`config.mk`:
```
export PLATFORM = sky130hd
export DESIGN_NAME = phase_sequencer_flat
export DESIGN_NICKNAME = d
export VERILOG_FILES = /design/src/rtl/traffic_pkg.sv /design/src/rtl/phase_sequencer_if.sv /design/src/rtl/tick_prescaler.sv /design/src/rtl/phase_sequencer.sv /design/src/flat_wrapper.sv
export SDC_FILE = /design/constraint.sdc
export NUM_CORES = 1
export LEC_CHECK = 0
export ABC_AREA = 1
export CELL_PAD_IN_SITES_DETAIL_PLACEMENT = 1
export CELL_PAD_IN_SITES_GLOBAL_PLACEMENT = 2
export CORE_MARGIN = 2
export CORE_UTILIZATION = 31
export DETAILED_ROUTE_END_ITERATION = 16
export HOLD_SLACK_MARGIN = 0.1
export PLACE_DENSITY_LB_ADDON = 0.1
export SYNTH_ARGS = -nofsm -noshare
export SYNTH_HDL_FRONTEND = slang
export SYNTH_SLANG_ARGS = --single-unit
```
`constraint.sdc`:
```
create_clock -name CLK -period 3.65 [get_ports CLK]
set_clock_uncertainty 0.05 [all_clocks]
set_input_delay 0.5475 -clock CLK [delete_from_list [all_inputs] [get_ports CLK]]
set_output_delay 0.5475 -clock CLK [all_outputs]
set_load 0.01 [all_outputs]
```
`src/rtl/traffic_pkg.sv`:
```
// Shared types and constants for the intersection phase sequencer.
// Lamp bit positions index the 3-bit per-phase lamp vector built by lamp_sel.
package traffic_pkg;

  typedef enum logic [1:0] {
    ALLRED = 2'd0,
    GREEN  = 2'd1,
    YELLOW = 2'd2,
    FLASH  = 2'd3
  } state_t;

  localparam int LAMP_RED    = 0;
  localparam int LAMP_YELLOW = 1;
  localparam int LAMP_GREEN  = 2;

  // Board defaults in 100 ms ticks
  localparam int DEF_GREEN_MIN = 100;
  localparam int DEF_GREEN_EXT = 30;
  localparam int DEF_GREEN_MAX = 450;
  localparam int DEF_YELLOW    = 40;
  localparam int DEF_ALLRED    = 20;

  function automatic logic [2:0] lamp_sel(input state_t s, input logic is_cur, input logic fl_on);
    logic [2:0] l;
    l = '0;
    case (s)
      FLASH:  l[LAMP_YELLOW] = fl_on;
      GREEN:  if (is_cur) l[LAMP_GREEN] = 1'b1; else l[LAMP_RED] = 1'b1;
      YELLOW: if (is_cur) l[LAMP_YELLOW] = 1'b1; else l[LAMP_RED] = 1'b1;
      default: l[LAMP_RED] = 1'b1;
    endcase
    return l;
  endfunction

endpackage

```
`src/rtl/phase_sequencer_if.sv`:
```
// Request inputs, duration config and lamp outputs of the phase sequencer.
// master = board side (sensors/buttons/config), slave = controller.
interface phase_sequencer_if #(
  parameter int NUM_PHASES = 4,
  parameter int TW         = 12
);
  localparam int PW = (NUM_PHASES > 2) ? $clog2(NUM_PHASES) : 1;

  logic                  en;
  logic [NUM_PHASES-1:0] veh_req;
  logic [NUM_PHASES-1:0] ped_req;
  logic [TW-1:0]         green_min;
  logic [TW-1:0]         green_ext;
  logic [TW-1:0]         green_max;
  logic [TW-1:0]         yellow_t;
  logic [TW-1:0]         allred_t;
  logic [NUM_PHASES-1:0] green;
  logic [NUM_PHASES-1:0] yellow;
  logic [NUM_PHASES-1:0] red;
  logic [NUM_PHASES-1:0] ped_walk;
  logic [NUM_PHASES-1:0] ped_wait;
  logic [PW-1:0]         cur_phase;

  modport master (
    output en, veh_req, ped_req, green_min, green_ext, green_max, yellow_t, allred_t,
    input  green, yellow, red, ped_walk, ped_wait, cur_phase
  );

  modport slave (
    input  en, veh_req, ped_req, green_min, green_ext, green_max, yellow_t, allred_t,
    output green, yellow, red, ped_walk, ped_wait, cur_phase
  );
endinterface

```
`src/rtl/tick_prescaler.sv`:
```
// Free-running divider: one-cycle tick enable every TICK_DIV clocks.
// First tick is seen on the TICK_DIV-th edge after reset release.
module tick_prescaler #(
  parameter int TICK_DIV = 1000
) (
  input  logic CLK,
  input  logic reset_n,
  output logic tick
);
  localparam int CW = (TICK_DIV > 1) ? $clog2(TICK_DIV) : 1;
  localparam logic [CW-1:0] LAST = CW'(TICK_DIV - 1);

  logic [CW-1:0] div_cnt;

  always_ff @(posedge CLK or negedge reset_n) begin
    if (!reset_n)            div_cnt <= '0;
    else if (div_cnt == LAST) div_cnt <= '0;
    else                      div_cnt <= div_cnt + 1'b1;
  end

  assign tick = (div_cnt == LAST);
endmodule

```
`src/rtl/phase_sequencer.sv`:
```
// N-phase signal controller with gap extension, ped latching and flashing-yellow fallback.
// Lamps are registered, changing on the edge that consumes the deciding tick; SEQ_SKIP_EN selects demand-driven skipping.
module phase_sequencer
  import traffic_pkg::*;
#(
  parameter int NUM_PHASES  = 4,
  parameter int TICK_DIV    = 1000,
  parameter int TW          = 12,
  parameter int FLASH_TICKS = 5
) (
  input logic              CLK,
  input logic              reset_n,
  phase_sequencer_if.slave bus
);
  localparam int PW = (NUM_PHASES > 2) ? $clog2(NUM_PHASES) : 1;
  typedef logic [NUM_PHASES-1:0] vec_t;

  logic tick;
  tick_prescaler #(.TICK_DIV(TICK_DIV)) u_prescaler (
    .CLK     (CLK),
    .reset_n (reset_n),
    .tick    (tick)
  );

  // Two-flop synchronisers; en resets high so a fresh reset starts in ALLRED, not FLASH
  logic en_s1, en_s;
  vec_t veh_s1, veh_s, ped_s1, ped_s, ped_q, ped_rise;

  always_ff @(posedge CLK or negedge reset_n) begin
    if (!reset_n) begin
      en_s1  <= 1'b1;
      en_s   <= 1'b1;
      veh_s1 <= '0;
      veh_s  <= '0;
      ped_s1 <= '0;
      ped_s  <= '0;
      ped_q  <= '0;
    end else begin
      en_s1  <= bus.en;
      en_s   <= en_s1;
      veh_s1 <= bus.veh_req;
      veh_s  <= veh_s1;
      ped_s1 <= bus.ped_req;
      ped_s  <= ped_s1;
      ped_q  <= ped_s;
    end
  end

  assign ped_rise = ped_s & ~ped_q;

  function automatic logic [TW-1:0] at_least_one(input logic [TW-1:0] v);
    return (v == '0) ? TW'(1) : v;
  endfunction

  logic [TW-1:0] gmin_e, gext_e, gmax_raw, gmax_e, yel_e, ar_e;
  assign gmin_e   = at_least_one(bus.green_min);
  assign gext_e   = at_least_one(bus.green_ext);
  assign gmax_raw = at_least_one(bus.green_max);
  assign gmax_e   = (gmax_raw < gmin_e) ? gmin_e : gmax_raw;
  assign yel_e    = at_least_one(bus.yellow_t);
  assign ar_e     = at_least_one(bus.allred_t);

  state_t        state, state_d;
  logic [TW-1:0] cnt, cnt_d, gap, gap_d, cnt_inc, gap_inc;
  logic [PW-1:0] cur_phase, cur_d, next_phase, next_d, pick;
  vec_t          walk_q, walk_d, wait_q, wait_d;
  vec_t          green_q, green_d, yellow_q, yellow_d, red_q, red_d;
  logic          flash_on, flash_on_d, enter, exit_green;
  logic [2:0]    lamp;

`ifdef SEQ_SKIP_EN
  vec_t demand;
  logic other_demand;
  int   idx;
  assign demand = veh_s | wait_q;
`endif

  // Successor phase; with skipping, scan downwards so the nearest demanding phase wins
  always_comb begin
    pick = (cur_phase == PW'(NUM_PHASES - 1)) ? '0 : cur_phase + 1'b1;
`ifdef SEQ_SKIP_EN
    other_demand = 1'b0;
    idx          = 0;
    for (int k = NUM_PHASES - 1; k >= 1; k--) begin
      idx = (int'(cur_phase) + k) % NUM_PHASES;
      if (demand[idx]) begin
        pick         = PW'(idx);
        other_demand = 1'b1;
      end
    end
`endif
  end

  always_comb begin
    state_d    = state;
    cnt_d      = cnt;
    gap_d      = gap;
    cur_d      = cur_phase;
    next_d     = next_phase;
    walk_d     = walk_q;
    wait_d     = wait_q | ped_rise;
    flash_on_d = flash_on;
    enter      = 1'b0;
    exit_green = 1'b0;
    lamp       = '0;
    green_d    = '0;
    yellow_d   = '0;
    red_d      = '0;
    cnt_inc    = (cnt == '1) ? cnt : cnt + 1'b1;
    gap_inc    = veh_s[cur_phase] ? '0 : ((gap == '1) ? gap : gap + 1'b1);

    if (!en_s) begin
      if (state != FLASH) begin
        state_d    = FLASH;
        enter      = 1'b1;
        flash_on_d = 1'b1;
        walk_d     = '0;
      end else if (tick) begin
        if (cnt_inc >= TW'(FLASH_TICKS)) begin
          cnt_d      = '0;
          flash_on_d = ~flash_on;
        end else begin
          cnt_d = cnt_inc;
        end
      end
    end else begin
      case (state)
        FLASH: begin
          state_d = ALLRED;
          next_d  = '0;
          enter   = 1'b1;
        end
        ALLRED: if (tick) begin
          if (cnt_inc >= ar_e) begin
            state_d = GREEN;
            cur_d   = next_phase;
            enter   = 1'b1;
            walk_d  = '0;
            // A press landing on this very cycle is serviced by this green too
            if (wait_d[next_phase]) begin
              walk_d[next_phase] = 1'b1;
              wait_d[next_phase] = 1'b0;
            end
          end else begin
            cnt_d = cnt_inc;
          end
        end
        GREEN: if (tick) begin
          gap_d = gap_inc;
          if (cnt_inc >= gmin_e) walk_d = '0;
          exit_green = ((cnt_inc >= gmin_e) && (gap_inc >= gext_e)) || (cnt_inc >= gmax_e);
`ifdef SEQ_SKIP_EN
          exit_green = exit_green && other_demand;
`endif
          if (exit_green) begin
            state_d = YELLOW;
            next_d  = pick;
            enter   = 1'b1;
          end else begin
            cnt_d = cnt_inc;
          end
        end
        YELLOW: if (tick) begin
          if (cnt_inc >= yel_e) begin
            state_d = ALLRED;
            enter   = 1'b1;
          end else begin
            cnt_d = cnt_inc;
          end
        end
        default: state_d = ALLRED;
      endcase
    end

    if (enter) begin
      cnt_d = '0;
      gap_d = '0;
    end

    for (int i = 0; i < NUM_PHASES; i++) begin
      lamp        = lamp_sel(state_d, cur_d == PW'(i), flash_on_d);
      green_d[i]  = lamp[LAMP_GREEN];
      yellow_d[i] = lamp[LAMP_YELLOW];
      red_d[i]    = lamp[LAMP_RED];
    end
  end

  always_ff @(posedge CLK or negedge reset_n) begin
    if (!reset_n) begin
      state      <= ALLRED;
      cnt        <= '0;
      gap        <= '0;
      cur_phase  <= '0;
      next_phase <= '0;
      walk_q     <= '0;
      wait_q     <= '0;
      flash_on   <= 1'b0;
      green_q    <= '0;
      yellow_q   <= '0;
      red_q      <= '1;
    end else begin
      state      <= state_d;
      cnt        <= cnt_d;
      gap        <= gap_d;
      cur_phase  <= cur_d;
      next_phase <= next_d;
      walk_q     <= walk_d;
      wait_q     <= wait_d;
      flash_on   <= flash_on_d;
      green_q    <= green_d;
      yellow_q   <= yellow_d;
      red_q      <= red_d;
    end
  end

  assign bus.green     = green_q;
  assign bus.yellow    = yellow_q;
  assign bus.red       = red_q;
  assign bus.ped_walk  = walk_q;
  assign bus.ped_wait  = wait_q;
  assign bus.cur_phase = cur_phase;
endmodule

```
`src/flat_wrapper.sv`:
```
// flat-port wrapper written by rule: the top's interface ports become plain ports
module phase_sequencer_flat import traffic_pkg::*;
#(
  parameter int NUM_PHASES  = 4,
  parameter int TICK_DIV    = 1000,
  parameter int TW          = 12,
  parameter int FLASH_TICKS = 5
)
  (CLK, reset_n, bus_en, bus_veh_req, bus_ped_req, bus_green_min, bus_green_ext, bus_green_max, bus_yellow_t, bus_allred_t, bus_green, bus_yellow, bus_red, bus_ped_walk, bus_ped_wait, bus_cur_phase);
  phase_sequencer_if #(.NUM_PHASES(NUM_PHASES), .TW(TW)) bus_i ();
  input logic CLK;
  input logic reset_n;
  input wire logic [$bits(bus_i.en)-1:0] bus_en;
  input wire logic [$bits(bus_i.veh_req)-1:0] bus_veh_req;
  input wire logic [$bits(bus_i.ped_req)-1:0] bus_ped_req;
  input wire logic [$bits(bus_i.green_min)-1:0] bus_green_min;
  input wire logic [$bits(bus_i.green_ext)-1:0] bus_green_ext;
  input wire logic [$bits(bus_i.green_max)-1:0] bus_green_max;
  input wire logic [$bits(bus_i.yellow_t)-1:0] bus_yellow_t;
  input wire logic [$bits(bus_i.allred_t)-1:0] bus_allred_t;
  output wire logic [$bits(bus_i.green)-1:0] bus_green;
  output wire logic [$bits(bus_i.yellow)-1:0] bus_yellow;
  output wire logic [$bits(bus_i.red)-1:0] bus_red;
  output wire logic [$bits(bus_i.ped_walk)-1:0] bus_ped_walk;
  output wire logic [$bits(bus_i.ped_wait)-1:0] bus_ped_wait;
  output wire logic [$bits(bus_i.cur_phase)-1:0] bus_cur_phase;
  assign bus_i.en = bus_en;
  assign bus_i.veh_req = bus_veh_req;
  assign bus_i.ped_req = bus_ped_req;
  assign bus_i.green_min = bus_green_min;
  assign bus_i.green_ext = bus_green_ext;
  assign bus_i.green_max = bus_green_max;
  assign bus_i.yellow_t = bus_yellow_t;
  assign bus_i.allred_t = bus_allred_t;
  assign bus_green = bus_i.green;
  assign bus_yellow = bus_i.yellow;
  assign bus_red = bus_i.red;
  assign bus_ped_walk = bus_i.ped_walk;
  assign bus_ped_wait = bus_i.ped_wait;
  assign bus_cur_phase = bus_i.cur_phase;
  phase_sequencer #(.NUM_PHASES(NUM_PHASES), .TICK_DIV(TICK_DIV), .TW(TW), .FLASH_TICKS(FLASH_TICKS)) u_core (.CLK(CLK), .reset_n(reset_n), .bus(bus_i));
endmodule
```
* Yosys cells after proc, flatten, opt, wreduce, memory -nomap -nowiden
Cells that the tools add are included.
** Cells by class
- Bitwise operators :: 6
- Mux-type cells :: 95
- $lt $le $gt $ge :: 10
- Eq/ne operators :: 29
- Add/sub/neg operators :: 4
- Reduce and logical (&&, ||, !) cells :: 21
** Operator list (number)
- $mux W12 :: 24
- $ge A12 B12 Y1 :: 5
- $logic_not A12 Y1 :: 5
- $mux W4 :: 12
- $pmux W12 S3 :: 1
- $mux W2 :: 15
- $mux W1 :: 27
- $add A12 B1 Y12 const B :: 2
- $eq A12 B12 Y1 const B :: 2
- $pmux W1 S2 :: 8
- $eq A2 B2 Y1 const B :: 7
- $ge A12 B3 Y1 const B :: 1
- $lt A12 B12 Y1 :: 1
- $ne A3 B1 Y1 const B :: 4
- $ne A4 B4 Y1 const B :: 3
- $add A10 B1 Y10 const B :: 1
- $eq A10 B10 Y1 const B :: 1
- $mux W10 :: 1
- $reduce_bool A2 Y1 :: 5
- $ne A3 B3 Y1 const B :: 3
- $reduce_and A9 Y1 :: 1
- $and A4 B4 Y4 :: 2
- $not A4 Y4 :: 2
- $pmux W2 S4 :: 1
- 23 further kinds :: 31
** Word-level totals
- Output and inout bits :: 22
- Flip-flop bits (word level) :: 83
- Word-level logic and storage cells :: 184
- Bits of input ports :: 71

* Depth between registers and ports, before layout
- Depth in word-level cells :: 13
- Mapped depth :: 34
- Gate-level depth less buffers :: 33

* Cells and area by module
A second synthesis with hierarchy kept.
** Unflattened totals
- Cells, all modules :: 945
- Area, all modules :: 6731.5 µm²
** By module, submodules not included
- phase_sequencer :: cells an instance 868, times used 1, seq. area each 1834.3 µm², area an instance 6182.2 µm²
- tick_prescaler :: cells an instance 77, times used 1, seq. area each 250.2 µm², area an instance 549.3 µm²

* Least setup slack after synthesis
OpenSTA, ideal clock, no wires.
- Kind :: input to register
- From :: input port bus_green_min[5]
- To :: register u_core.red_q[0] (netlist: u_core.bus.red[0])
- Stages on the path :: 24
- Buffers on the path :: 1
- Setup time :: 0.085 ns
- Setup slack :: 0.012 ns
- Data required time :: 3.515 ns
- Arrival :: 3.502 ns
- Cells stage by stage :: inv_1 ha_1 a21oi_1 nor2_1 a211oi_1 o221a_2 nand2_1 buf_2 nand2_1 nand2_1 ha_1 nand2_1 nor2_1 nand4_1 a21oi_1 nor2_1 nand2_1 nand2_1 o21ai_0 nand2_1 a21oi_1 ha_1 nand2_1 o21ai_0
** Between the ends
- Longest elaborated chain between the ends :: 13
- Elaborated cells between the ends (all ways) :: 17
- Classes of those cells :: order compare: 3; eq/ne: 3; mux: 7; reduce/logical: 4
** RTL lines
- start: declaration :: RTL line flat_wrapper.sv:16 : input wire logic [$bits(bus_i.green_min)-1:0] bus_green_min;
- $logic_not A12 Y1 :: RTL line phase_sequencer.sv:52 : return (v == '0) ? TW'(1) : v;
- $mux W12 (*) :: RTL line phase_sequencer.sv:52
- $lt A12 B12 Y1 :: RTL line phase_sequencer.sv:59 : assign gmax_e = (gmax_raw < gmin_e) ? gmin_e : gmax_raw;
- $mux W12 :: RTL line phase_sequencer.sv:59
- $ge A12 B12 Y1 :: RTL line phase_sequencer.sv:151 : exit_green = ((cnt_inc >= gmin_e) && (gap_inc >= gext_e)) || (cnt_inc >= gmax_e);
- $logic_or A1 B1 Y1 (*) :: RTL line phase_sequencer.sv:151
- $mux W2 (*) :: RTL line phase_sequencer.sv:155 : if (exit_green) begin
- $mux W2 (*) :: RTL line phase_sequencer.sv:148 : GREEN: if (tick) begin
- $pmux W2 S4 (*) :: RTL line phase_sequencer.sv:127 : case (state)
- $mux W2 (*) :: RTL line phase_sequencer.sv:112 : if (!en_s) begin
- net u_core.state_d[1] :: RTL line phase_sequencer.sv:63 : state_t state, state_d;
- $eq A2 B1 Y1 / $eq A2 B2 Y1 (equally long branches) :: RTL line traffic_pkg.sv:26 : case (s)
- $reduce_or A2 Y1 (no source line)
- $pmux W1 S2 (*) :: RTL line traffic_pkg.sv:26
- net u_core.red_d[0] :: RTL line phase_sequencer.sv:67 : vec_t green_q, green_d, yellow_q, yellow_d, red_q, red_d;
- end signal: assignment :: RTL line phase_sequencer.sv:212 : red_q <= red_d;
- end: declaration :: RTL line phase_sequencer.sv:67
Mark *: on every way through the listed nets, which the timed path passes. The rest lies on a longest branch.
A chain may end at the register's enable or synchronous reset.

* Worst setup path after layout
- From :: register u_core.gap[0]
- To :: register u_core.red_q[0] (netlist: u_core.bus.red[0])
** Between the ends
- Longest elaborated chain between the ends :: 13
- Elaborated cells between the ends (all ways) :: 16
- Classes of those cells :: add/sub: 1; order compare: 1; eq/ne: 4; mux: 7; reduce/logical: 3
** RTL lines
- start: declaration :: RTL line phase_sequencer.sv:64 : logic [TW-1:0] cnt, cnt_d, gap, gap_d, cnt_inc, gap_inc;
- start signal: assignment :: RTL line phase_sequencer.sv:204 : gap <= gap_d;
- $add A12 B1 Y12 / $eq A12 B12 Y1 (equally long branches) :: RTL line phase_sequencer.sv:110 : gap_inc = veh_s[cur_phase] ? '0 : ((gap == '1) ? gap : gap + 1'b1);
- $mux W12 (*) (2 in a row) :: RTL line phase_sequencer.sv:110
- $ge A12 B12 Y1 (*) :: RTL line phase_sequencer.sv:151
- $logic_and A1 B1 Y1 (*) :: RTL line phase_sequencer.sv:151
- $logic_or A1 B1 Y1 (*) :: RTL line phase_sequencer.sv:151
- $mux W2 (*) :: RTL line phase_sequencer.sv:155
- $mux W2 (*) :: RTL line phase_sequencer.sv:148
- $pmux W2 S4 (*) :: RTL line phase_sequencer.sv:127
- $mux W2 (*) :: RTL line phase_sequencer.sv:112
- net u_core.state_d[1] :: RTL line phase_sequencer.sv:63
- $eq A2 B1 Y1 / $eq A2 B2 Y1 (equally long branches) :: RTL line traffic_pkg.sv:26
- $reduce_or A2 Y1 (no source line)
- $pmux W1 S2 (*) :: RTL line traffic_pkg.sv:26
- net u_core.red_d[0] :: RTL line phase_sequencer.sv:67
Marked as above.

==> impl_metrics.yaml <==
global_routing:
  grt_pass1_wl_um: 32400
  grt_max_degree: 74
  antenna_found_initial: 0
  gr-usage-all-layers: 0.180
  first_global_vias: 6694
  grt-ovfl-total: 0
worst_setup_path:
  timing.rr.start: "u_core.gap[0]"
  cpMaxStageDelayCell: "dfrtp_1"
  critical_path_depth: 28
  crit_fanout: 6
  cp_data_required_time_ps: 3890
  startpoint_type: "flip-flop"
  crit_family: "simple AND/OR/NAND/NOR gates"
  path_class: "reg -> reg"
  path_buf_inv: 4
  path_common_cell: "nand2_2"
  crit_start: "u_core.gap[0]"
  cp.arrival_ps: 3830
  cpPeakStageDelay_ps: 360
  crit_path_end: "u_core.bus.red[0]"
  crit_path_end_kind: "flip-flop"
  reg2reg_slack_ps: 50
  worstRegToRegCells: 28
  worst_r2r_endpoint: "u_core.bus.red[0]"
finish:
  drive_gt1_frac: 0.277
  syn_to_final_growth_pct: 46.0
  diodes: 0
  fin_cells: 1400
  final_cell_area_um2: 9630
  postLayoutCoreUtil: 0.460
  reg_top3: "u_core.cnt: 12 flops, u_core.gap: 12 flops, u_core.u_prescaler.div_cnt: 10 flops"
  fin_nets: 1274
  fillers: 2615
power_and_ir_drop:
  ir_worst_vdd_mv: 0.278
  totalPowerFinal_mw: 3.74
  p_leak_nw: 5.05
  p_per_area_nw_per_um2: 389
sta:
  fmaxAchievable_mhz: 278
  setup_viol: 0
  holdWs_ps: 265
  worst_slew_pin_slew_ps: 931
  rsz0062_at_grt: "true"
  slew_violations: 0
  hold_viol_final: 0
  relSlewSlack: 0.379
  setup_ws_ps: 54.0
  finalCriticalPeriod_ps: 3600
  timing.final.crit_share: 0.985
  setup_tns_ps: 0
clock_tree:
  insertion_delay_ps: 360
  cts_tree: "yes"
  cts.sinks: 83
  h-tree-depth: 3
  cts_buffers: 9
  clockBufferDepth: 2
  cts_root_buffer: "clkbuf_16"
  clkSlewWorstSetupHoldPaths_ps: 70
  cts_hold_buf: 0
floorplanning:
  pin_count: 93
  coreArea_um2: 21000
  start_util: 0.315
  die_y_um: 150
  die_x_um: 150
  std_cell_rows: 53
  dieArea_um2: 22500
route:
  finalWirelength_um: 19600
  drc: 0
  vias: 6490
  ant_nets: 0
  dr.pass1.iters: 4
  drt_iter0_markers: 124
  post_drt_wl_per_cell_um: 14.0
  via_per_inst: 4.64
run:
  maxCapViolations: 0
place:
  dpl.cell_count: 1358
  place_area_um2: 8410
  dpl.hpwl_um: 15200
  pre_cts_slack_ps: -864
  numPortBuffers: 92
  place_congestion: 0.772
worst_hold_path:
  min_path_type: "in -> async"
yosys:
  ys_ff_latch: 83
  synthesis.instances: 929
  async_flop_share: 1.00
  synth_area_um2: 6600
  synth.avg_cell_area_um2: 7.10
  synth_edf_count: 0
  synth_fp_nets: 1083
  ys.flop_type: "dfrtp_1"
  ys_warn_count: 0
  ys_types: 44
  ys_seq_area_frac: 0.316
outcome:
  status: "finished, final reports clean"
[worst register-to-register path, delay by kind of cell, from the launching register on]
family                     cells  cell delay [ps]
adders and majority gates      3              700
and+or+nand+nor               18             1610
buffers and inverters          4              470
AOI/OAI and AO/OA              3              340
DFF                            1              360
[Yosys cell counts (4+ instances only)]
cell      number  share of area
buf_4          4         0.0045
dfstp_2        6          0.024
ha_1          83           0.16
nor4_1         7         0.0066
buf_2          7         0.0053
xnor2_1        4         0.0053
nor3_1         7         0.0053
nand3_1       52          0.039
o21ai_0       26          0.020
o21bai_1       6         0.0068
nand3_2        5         0.0076
inv_2          7         0.0040
a21oi_1       45          0.034
inv_1        172          0.098
nor2_1        70          0.040
o21ai_1        4         0.0030
nand2_2        4         0.0038
clkbuf_1      15         0.0085
nand4_1       30          0.028
a22oi_1        7         0.0080
nor2_2         4         0.0038
nand2_1      249           0.14
dfrtp_1       77           0.29
xor2_1         7         0.0093
[layout make-up]
| class | instances | area (µm²) | share of cell area |
|---|---|---|---|
| Inverter | 179 | 679 | 0.0705 |
| Sequential cell | 83 | 2080 | 0.216 |
| Clock inverter | 7 | 88.8 | 0.00922 |
| Timing Repair Buffer | 206 | 1830 | 0.190 |
| Multi-Input combinational cell | 641 | 4380 | 0.455 |
| Tap cell | 275 | 344 | 0.0357 |
| Clock buffer | 9 | 225 | 0.0234 |
[metal layers]
| layer | routed length [µm] | GRT usage | vias to the layer above | share of wire |
|---|---|---|---|---|
| met1 | 9850 | 0.252 | 3058 | 0.50 |
| met3 | 422 | 0.0244 | 14 | 0.022 |
| met5 | 0 | 0 | - | 0 |
| met4 | 206 | 0.0410 | 0 | 0.011 |
| met2 | 9080 | 0.294 | 64 | 0.46 |
| li1 | - | - | 3354 | - |
[repair_timing]
item | CTS | global route
pin swaps | 36 | 51
endpoints found under the setup margin | 37 | 43
gates resized for setup | 97 | 130
cloned | 2 | 1
buffers inserted | 10 | 13
endpoints found under the hold margin | 0 | 0
[worst min-delay path by stage]
| stage | end | slack, ps | depth (start not counted) |
|---|---|---|---|
| 2_1_floorplan | u_core.bus.cur_phase[0] | 200 | 0 |
| 3_3_place_gp | u_core.veh_s[2] | 280 | 0 |
| 3_5_place_dp | u_core.veh_s[1] | 290 | 0 |
| 4_1_cts | u_core.veh_s[1] | 300 | 0 |
| 5_1_grt | u_core.ped_s[3] | 310 | 0 |
| 6_report | u_core.gap[11] | 260 | 1 |
[cells in the final DEF, fill, tap and decap left out, types with 18 or more instances in the layout]
master and count:
a21oi_1 35, buf_4 100, clkdlybuf4s50_1 67, dfrtp_1 77, ha_1 63, inv_1 148, inv_2 29, nand2_1 194
nand2_2 45, nand3_1 46, nand4_1 30, nor2_1 58, o21ai_0 18
[logic make-up after synthesis]
family / share of synthesized area
fa+ha+maj: 0.157
compound gates: 0.0969
buf+inv: 0.120
flops: 0.316
simple gates: 0.295
xor+xnor: 0.0146
[report_power, final]
group,internal [mW],switching [mW]
clock network,0.549,0.419
logic,0.757,0.942
registers,1.02,0.0545
total,2.33,1.42
Power figures use the tool's default switching activity.
